`src/rtl/audio_clkgen.sv`:
```
// Codec clock generator: holds the codec in power-down, then derives bclk/lrck/TDM
// slot timing from a free-running frame counter and flags ready after settling.
module audio_clkgen #(
  parameter int unsigned PDN_CYCLES    = 1024,
  parameter int unsigned SETTLE_FRAMES = 16
) (
  input  logic       clk_12m,
  input  logic       rst_in,
  input  logic       resync_req,
  output logic       pdn_n,
  output logic       bclk,
  output logic       lrck,
  output logic       frame_strobe,
  output logic [1:0] slot,
  output logic [4:0] bit_idx,
  output logic       ready
);

  localparam int unsigned PW = 16;
  localparam int unsigned FW = 8;
  localparam logic [PW-1:0] PDN_LAST    = PW'(PDN_CYCLES - 1);
  localparam logic [FW-1:0] SETTLE_LAST = FW'(SETTLE_FRAMES - 1);

  typedef enum logic [1:0] {HOLD, SETTLE, RUN} state_t;

  state_t        state, state_d;
  logic [PW-1:0] pdn_cnt, pdn_cnt_d;
  logic [FW-1:0] set_cnt, set_cnt_d;
  logic [FW-1:0] fcnt, fcnt_d;

  logic       active_d;
  logic       pdn_n_d, bclk_d, lrck_d, frame_strobe_d, ready_d;
  logic [1:0] slot_d;
  logic [4:0] bit_idx_d;

  // State, counters and every output pin are flops.
  always_ff @(posedge clk_12m or posedge rst_in) begin
    if (rst_in) begin
      state        <= HOLD;
      pdn_cnt      <= '0;
      set_cnt      <= '0;
      fcnt         <= '0;
      pdn_n        <= 1'b0;
      bclk         <= 1'b0;
      lrck         <= 1'b0;
      frame_strobe <= 1'b0;
      slot         <= '0;
      bit_idx      <= '0;
      ready        <= 1'b0;
    end else begin
      state        <= state_d;
      pdn_cnt      <= pdn_cnt_d;
      set_cnt      <= set_cnt_d;
      fcnt         <= fcnt_d;
      pdn_n        <= pdn_n_d;
      bclk         <= bclk_d;
      lrck         <= lrck_d;
      frame_strobe <= frame_strobe_d;
      slot         <= slot_d;
      bit_idx      <= bit_idx_d;
      ready        <= ready_d;
    end
  end

  // Next state and counters; output pins are decoded from next-cycle fcnt so they can be registered.
  always_comb begin
    state_d   = state;
    pdn_cnt_d = pdn_cnt;
    set_cnt_d = set_cnt;
    fcnt_d    = fcnt;

    case (state)
      HOLD: begin
        fcnt_d = '0;
        if (pdn_cnt == PDN_LAST) begin
          state_d   = SETTLE;
          pdn_cnt_d = '0;
        end else begin
          pdn_cnt_d = pdn_cnt + PW'(1);
        end
      end
      SETTLE: begin
        fcnt_d = fcnt + FW'(1);
        if (fcnt == '1) begin
          if (set_cnt == SETTLE_LAST) begin
            state_d   = RUN;
            set_cnt_d = '0;
          end else begin
            set_cnt_d = set_cnt + FW'(1);
          end
        end
      end
      RUN: begin
        fcnt_d = fcnt + FW'(1);
      end
      default: begin
        state_d = HOLD;
        fcnt_d  = '0;
      end
    endcase

    // Resync overrides any transition taken above.
    if (resync_req) begin
      state_d   = HOLD;
      pdn_cnt_d = '0;
      set_cnt_d = '0;
      fcnt_d    = '0;
    end

    active_d       = (state_d != HOLD);
    pdn_n_d        = active_d;
    ready_d        = (state_d == RUN);
    bclk_d         = active_d & fcnt_d[0];
    lrck_d         = active_d & ~fcnt_d[7];
    frame_strobe_d = active_d & (fcnt_d == '0);
    slot_d         = active_d ? fcnt_d[7:6] : 2'd0;
    bit_idx_d      = active_d ? ~fcnt_d[5:1] : 5'd0;
  end

endmodule

```
`config.mk`:
```
export PLATFORM = sky130hd
export DESIGN_NAME = audio_clkgen
export DESIGN_NICKNAME = d
export VERILOG_FILES = /design/src/rtl/audio_clkgen.sv
export SDC_FILE = /design/constraint.sdc
export NUM_CORES = 1
export LEC_CHECK = 0
export ABC_AREA = 1
export CAP_MARGIN = 20
export CORE_ASPECT_RATIO = 0.9
export CORE_MARGIN = 8
export CORE_UTILIZATION = 35
export CTS_CLUSTER_DIAMETER = 100
export DETAILED_ROUTE_END_ITERATION = 8
export DONT_BUFFER_PORTS = 1
export GPL_TIMING_DRIVEN = 0
export MAX_ROUTING_LAYER = met4
export PLACE_DENSITY = 0.54
export SLEW_MARGIN = 20
export SYNTH_ARGS = -nofsm -noshare
export SYNTH_HDL_FRONTEND = slang
export SYNTH_SLANG_ARGS = --single-unit
```
`constraint.sdc`:
```
create_clock -name clk_12m -period 2.4 [get_ports clk_12m]
set_clock_uncertainty 0.1 [all_clocks]
set_input_delay 0.48 -clock clk_12m [delete_from_list [all_inputs] [get_ports clk_12m]]
set_output_delay 0.48 -clock clk_12m [all_outputs]
set_load 0.05 [all_outputs]
```
Word level (Yosys, flattened, before mapping)
Index checks and enable logic that the tools add are counted.
W data, S select, Z words.

operators by class
  $add $sub $neg = 3
  multiply operators = 0
  div/mod/pow operators = 0
  magnitude comparators = 0
  equal/unequal tests = 6
  shift operators = 0
  mux-type cells = 16
  bitwise operators = 5
  reductions and logical operators = 8

operators with widths
  cell                     count
  $mux W16                 3
  $mux W8                  6
  $add A16 B1 Y16 const B  1
  $add A8 B1 Y8 const B    2
  $eq A16 B10 Y1 const B   1
  $mux W2                  5
  $eq A8 B4 Y1 const B     1
  $eq A8 B8 Y1 const B     1
  $logic_not A8 Y1         1
  $reduce_bool A2 Y1       4
  $pmux W2 S3              1
  $mux W5                  1
  $not A5 Y5               1
  $eq A2 B2 Y1 const B     2
  $and A1 B1 Y1            3
  $eq A2 B1 Y1 const B     1
  $logic_not A2 Y1         1
  $reduce_and A2 Y1        1
  $reduce_or A2 Y1         1
  $not A1 Y1               1

word-level totals
  bits in registers = 46
  bits in latches = 0
  memory bits (writable) = 0
  ROM bits = 0
  input port bits = 3
  output and inout port bits = 12
  logic and storage cells = 49
  memories = 0

Logic depth before layout (Yosys ltp)
Gate-level depths: netlist of run 1.

  depth after elaboration = 7
  mapped depth = 11
  depth with buffers taken out = 11

Least setup slack after synthesis of run 1
No wires, ideal clock.

  path kind = register -> register
  from = register state[0]
  to = register pdn_cnt[5]
  library setup time = 80 ps
  arrival = 1492 ps
  data required time = 2220 ps
  setup slack = 728 ps
  cell stages (with the launch flop) = 11
  path buffers = 1
  period minus slack after synthesis = 1672 ps
  cell sequence = dfrtp_1 > inv_1 > ha_1 > inv_1 > nand2_1 > buf_4 > inv_2 > nor2_1 > nand2_1 > o21ai_1 > nor3b_2

between the ends
  cells in the longest elaborated chain, start to end = 2

RTL lines
  what                          RTL line  RTL
  start, declared               26        state_t state, state_d;
  start signal, assigned        51        state <= state_d;
  $logic_not A2 Y1              72        case (state)
  $reduce_bool A2 Y1 (no line)  n/a
  end signal, assigned          52        pdn_cnt <= pdn_cnt_d;
  end, declared                 27        logic [PW-1:0] pdn_cnt, pdn_cnt_d;

Every way passes these cells.
A chain may end at the register's enable or synchronous reset.

Worst setup path in the final report of run 1
Same ends and word-level chain as after synthesis.

==> results.md, run 1 <==
- Grt ovf: 0
- Leak: 0.00131 uW
- Core Region: between 6000 and 7000 sq um
- Starting Density: 35.7%
- Worst Path Required: 2.53 ns
- Total Routed Length: between 4000 and 5000 um
- Vias in the first global route: roughly 1900
- Top post-synthesis cells by area: dfrtp_1 (46%), nand2_1 (8.6%), nor2_1 (6.6%)
- Avg Cell Area, Syn: approximately 8.2 sq um
- Largest net degree at the start of global routing: 27
- Most frequent cells in the layout: nand2_1 (57), dfrtp_1 (46), nor2_1 (44)
- Crit path depth: 10
- Global-route usage over all layers: between 10% and 20%
- Clk Latency, worst-skew pair: between 0.3 and 0.4 ns
- Max incr delay on CP: 0.41 ns
- Area fraction of the dominant cell type after synthesis: ~46%
- Slew Limit Fails: 0
- Core Rows: 29
- R2R depth: 10
- Crit path max fanout: 10
- Buf/Inv on CP: 4
- CTS Buf Count: 5
- Syn Std Cell Area: 2490 sq um
- Clk Tree Root Cell: clkbuf_8
- Worst-Margin Slew: between 0.4 and 0.5 ns
- Flops & latches, synth: between 40 and 50
- Unrepaired setup endpoints after global routing: false
- Setup Total Neg Slack: 0 ns
- Antenna Nets Post-Route: 0
- Maximum vdd drop: roughly 260 uV
- Clock sink count: 46
- CTS max path bufs: 2
- # fillers: between 700 and 800
- Fin nets: between 300 and 400
- CTS tree: built
- Sequential fraction of the synthesis area: 46.3%
- DR vias: 1923
- Iter 0 DRT Violations: 63
- Synth warn: 0
- First-pass GRT wire length: just under 9000 um
- Cells along the critical path: inv_1 -> ha_1 -> inv_1 -> nand2_1 -> buf_4 -> inv_2 -> nor2_1 -> nand2_1 -> o21ai_1 -> nor3b_2
- Syn Nets: ~310
- Die Ht: around 96 um
- Setup Viol. Count Final: 0
- Max_cap viols: 0
- Power Density: between 500 and 600 nW/um^2
- Post-layout min period: between 1.5 and 2 ns
- 1st-pass router iterations: 4
- Crit path launch: state[0]
- Die area: between 10000 and 15000 sq um
- Initial antenna violation count: 0
- Drt wl/cell: around 12 um
- R2R Path End: pdn_cnt[5]
- Netlist cell types: 31
- CP endpoint kind: register
- Residual DRC count: 0
- Area Growth Syn to Fin: 9.71%
- Mapped Cells: 303
- Final worst-path cycle share: 80.9%
- CP arrival: around 2.1 ns
- # diodes: 0
- Crit path kind: reg2reg
- Post-CTS Setup Bufs: 0
- Hold Path Class: in2reg
- Status: finished clean
- Register Area: 1150 sq um
- Commonest non-fill, non-tap cell in the layout: nand2_1
- CP endpoint: pdn_cnt[5]
- CP max-delay cell: dfrtp_1
- Startpoint Class: register
- Total power: around 1400 uW
- Family with the most delay on the worst path: buffers and inverters
- Via density per instance: 4.74
- Gp weighted congestion: 0.861
- Area leader, netlist: dfrtp_1
- Chip Width: 105 um
- Proportion of layout cells with a drive suffix above 1: around 15%
- # IOs: 15
- Worst-path clk slew: around 0.1 ns
- Slew HR: 67.6%
- Final Hold Violating Endpoints: 0
- Worst flop-to-flop path startpoint: state[0]
- Multi-input logic area: 1130 sq um
- Peak Freq: between 0.5 and 0.6 GHz
- R2R setup slack: about 0.46 ns
- Port Buf Inserts: 0
- Max H-tree Level: 2
- DP HPWL: approximately 3600 um
==> metrics by stage <==
stage	setup slack [ns]	cells	area (sq um)	hold WS [ns]	util, %
final	0.459	406	2730	0.165	39.2
after global routing	0.209	406	2730	0.149	39.2
after CTS	0.447	406	2730	0.151	39.2
after detailed placement	0.457	397	2620	0.317	37.6
after global placement	0.139	396	2600	0.387	37.4
after floorplan	0.728	303	2490	0.356	-
==> cells in the mapped netlist (all sizes together) <==
master	count
nand2	65
nor2	49
dfrtp	46
inv	39
a21oi	24
nand3	23
nand4	13
o21ai	11
ha	8
nor3	8
buf	5
nor3b	4
o21a	2
a31oi	1
clkinv	1
nor4	1
o21bai	1
xnor2	1
xor2	1
==> kinds of logic after synthesis <==
logic type | count (synthesis) | synth area share (%)
and+or+nand+nor | 163 | 31.1
buffers and inverters | 45 | 8.15
xor gates and xnor gates | 2 | 0.705
DFF | 46 | 46.3
AOI/OAI and AO/OA | 39 | 9.71
adders and majority gates | 8 | 4.03
==> how the worst min path moves through the flow <==
stage / startpoint / endpoint / cells after the start
floorplan: fcnt[0] / fcnt[0] / 1
global placement: fcnt[0] / fcnt[0] / 1
detailed placement: rst_in / set_cnt[1] / 1
CTS: resync_req / fcnt[1] / 1
global route: resync_req / fcnt[1] / 1
finish: resync_req / fcnt[1] / 1
==> sequential cells by signal (all words and copies together), names as in the netlist <==
register	count
set_cnt	8
state	2
bit_idx	5
pdn_cnt	16
frame_strobe	1
slot	2
fcnt	8
bclk	1
ready	1
pdn_n	1
lrck	1
==> cell type report <==
cell class | count | area share [%]
buffer | 5 | 1.88
timing repair buffer | 2 | 1.10
clock buffer | 5 | 2.52
multi-input combinational | 212 | 41.5
clock inverter | 3 | 0.963
tap | 93 | 4.27
sequential | 46 | 42.2
inverter | 40 | 5.55
==> report_power, final <==
| part | internal (uW) | switching (uW) | total [uW] |
|---|---|---|---|
| Sequential | 800 | 29.0 | 829 |
| Clock | 217 | 295 | 511 |
| Combinational | 35.7 | 61.7 | 97.4 |
| Total | 1050 | 385 | 1440 |
==> routing by layer <==
metal / track usage, % / wire length [um]
met5: - / 0
met4: 4.15 / 51
met3: 2.28 / 145
met2: 16.9 / 2160
met1: 14.1 / 2610
==> what timing repair did <==
action                     4_1_cts  5_1_grt
hold buffers                     1        0
hold endpoints to repair        20        0
resized for setup                0        0
setup endpoints to repair        0        0
(Power assumes the default switching activity.)
==> inputs of run 2 (changes only) <==
==> constraint.sdc (replaced) <==
create_clock -name clk_12m -period 1.9 [get_ports clk_12m]
set_clock_uncertainty 0.1 [all_clocks]
set_input_delay 0.38 -clock clk_12m [delete_from_list [all_inputs] [get_ports clk_12m]]
set_output_delay 0.38 -clock clk_12m [all_outputs]
set_load 0.05 [all_outputs]
==> run 2 against run 1 <==
  * Worst hold slack got worse by 0.098 ns
  * Combinational power increased by 28%
  * Sequential share of layout area decreased by 0.75 points
  * Core utilization increased by 0.75 points
  * First-iteration DRC count increased by 9.5%
  * Sequential power increased by 27%
  * Largest power group unchanged
  * Total power increased by 26%
==> results.md, run 2 (same netlist as run 1, synthesis figures left out) <==
- Clock Power Share: roughly 35%
- Max reg flops: 16
- Largest net degree at the start of global routing: 27
- P_sw: a little under 500 uW
- Power Density: around 650 nW/um^2
- Wire length on met2: around 2200 um
- Final worst-path cycle share: about 93%
- Cells along the critical path: ha_2 -> nand3_2 -> nor2_4 -> nand2_1 -> a21oi_2 -> nand2_2 -> nand2_4 -> buf_12 -> a21oi_2
- Clock sink count: 46
- Fin nets: approximately 330
- Most frequent cell on the critical path: a21oi_2
- Pre-CTS WS: -0.0430 ns
- Seq pwr share: 57.7%
- Worst Path Required: ~2 ns
- DR top layer: met4
- Unrepaired setup endpoints after global routing: false
- Slew Limit Fails: 0
- Die area: between 10000 and 15000 sq um
- 1st-pass router iterations: 5
- Proportion of layout cells with a drive suffix above 1: between 15 and 20%
- Clk Tree Root Cell: clkbuf_8
- Peak Freq: 0.569 GHz
- DR vias: just under 2000
- Residual DRC count: 0
- Hold path endpoint: fcnt[1]
- Worst flop-to-flop path startpoint: pdn_cnt[0]
- Chip Width: approximately 100 um
- Met1 WL: around 2500 um
- Grt ovf: 0
- Total Routed Length: between 4000 and 5000 um
- Antenna Nets Post-Route: 0
- R2R depth: 9
- Total power: 1820 uW
- Top Registers: pdn_cnt x16, fcnt x8, set_cnt x8
- Startpoint Class: register
- R2R setup slack: approximately 0.14 ns
- Crit path max fanout: 10
- Maximum vdd drop: between 300 and 400 uV
- Buf/Inv on CP: 1
- Slew HR: between 60% and 70%
- Leak: between 0.001 and 0.0015 uW
- Worst-Margin Slew: ~0.49 ns
- CP endpoint kind: register
- Commonest non-fill, non-tap cell in the layout: nand2_1
- Vias in the first global route: 1951
- Core Rows: 29
- R2R Path End: bit_idx[0]
- CP arrival: roughly 1.9 ns
- Most flop-heavy register: pdn_cnt
- # IOs: 15
- Most frequent cells in the layout: nand2_1 (57), dfrtp_1 (45), nor2_1 (42)
- Setup Viol. Count Final: 0
- Max_cap viols: 0
- Worst-path clk slew: 0.10 ns
- Max H-tree Level: 2
- CTS tree: built
- Switch share: 26.7%
- Status: finished clean
- Core Region: between 6000 and 7000 sq um
- Starting Density: between 30% and 40%
- Comb pwr share: between 6 and 7%
- Area Growth Syn to Fin: 11.8%
- Final WS setup: 0.142 ns
- CP max-delay cell: dfrtp_1
- Post-layout min period: ~1.8 ns
- Drt wl/cell: roughly 12 um
- Gp weighted congestion: about 0.86
- CTS Buf Count: 5
- Hold Path Class: in2reg
- Via density per instance: roughly 4.8
- Initial antenna violation count: 0
- First-pass GRT wire length: roughly 9000 um
- DP HPWL: 3610 um
- Hold depth: 1
- Crit path kind: reg2reg
- Min-delay src: resync_req
- Die Ht: approximately 96 um
- Iter 0 DRT Violations: just under 70
- # diodes: 0
- Clk Latency, worst-skew pair: slightly above 0.3 ns
- Port Buf Inserts: 0
- Max incr delay on CP: roughly 0.42 ns
- CTS max path bufs: 2
- Family with the most delay on the worst path: simple AND/OR/NAND/NOR gates
- Int Pwr: around 1300 uW
- # fillers: 723
- Final Hold Violating Endpoints: 0
- Met3 routed WL: about 200 um
- Global-route usage over all layers: approximately 11%
## run 2: cell count changes in the layout (fill, tap and decap cells not counted), sizes merged
cell and delta:
buf +3
## run 2: stage by stage
stage	cell area [sq um]	std cells	hold slack, ns	utilization [%]	TNS, ns
6_report	2780	409	0.0660	39.9	0
5_1_grt	2780	409	0.0492	39.9	0
4_1_cts	2740	406	0.0515	39.3	0
3_5_place_dp	2620	397	0.217	37.6	-0.0650
3_3_place_gp	2600	396	0.387	37.4	-11.96
2_1_floorplan	2490	303	0.356	-	0
## run 2: layer usage
metal / GRT usage [%] / vias to the layer above
met1: 14.2 / 892
met5: - / -
met3: 2.28 / 6
met2: 17.0 / 41
met4: 4.15 / 0
li1: - / 1009
## run 2: power groups by stage
stage	clock network [uW]	registers [uW]	logic, uW
after floorplan	0	1060	93.2
after global placement	0	1060	115
after detailed placement	0	1070	121
after CTS	680	1050	125
after global routing	719	1050	144
final	644	1050	125
## run 2: how the worst max path moves through the flow
| stage | startpoint | cells past startpoint | endpoint |
|---|---|---|---|
| final | pdn_cnt[0] | 9 | bit_idx[0] |
| after global routing | pdn_cnt[0] | 9 | bit_idx[0] |
| after CTS | state[0] | 10 | pdn_cnt[5] |
| after detailed placement | state[0] | 10 | pdn_cnt[5] |
| after global placement | rst_in | 1 | pdn_cnt[6] |
| after floorplan | state[0] | 10 | pdn_cnt[5] |
## run 2: area by class of cell
cell class              count  area [sq um]  area share (%)
plain buffers               5          55.1            1.98
clock buffers               5          68.8            2.48
clock inverters             3          26.3           0.945
inverters                  40           151            5.45
multi-input cells         212          1160            41.6
flip-flops and latches     46          1150            41.4
well taps                  93           116            4.19
repair buffers              5          52.6            1.89
## run 2: repair_timing
| item | 4_1_cts | 5_1_grt |
|---|---|---|
| endpoints found under the setup margin | 2 | 16 |
| pin swaps | 0 | 0 |
| hold buffers | 1 | 0 |
| endpoints found under the hold margin | 20 | 0 |
| setup buffers | 0 | 3 |
| gates resized for setup | 2 | 8 |
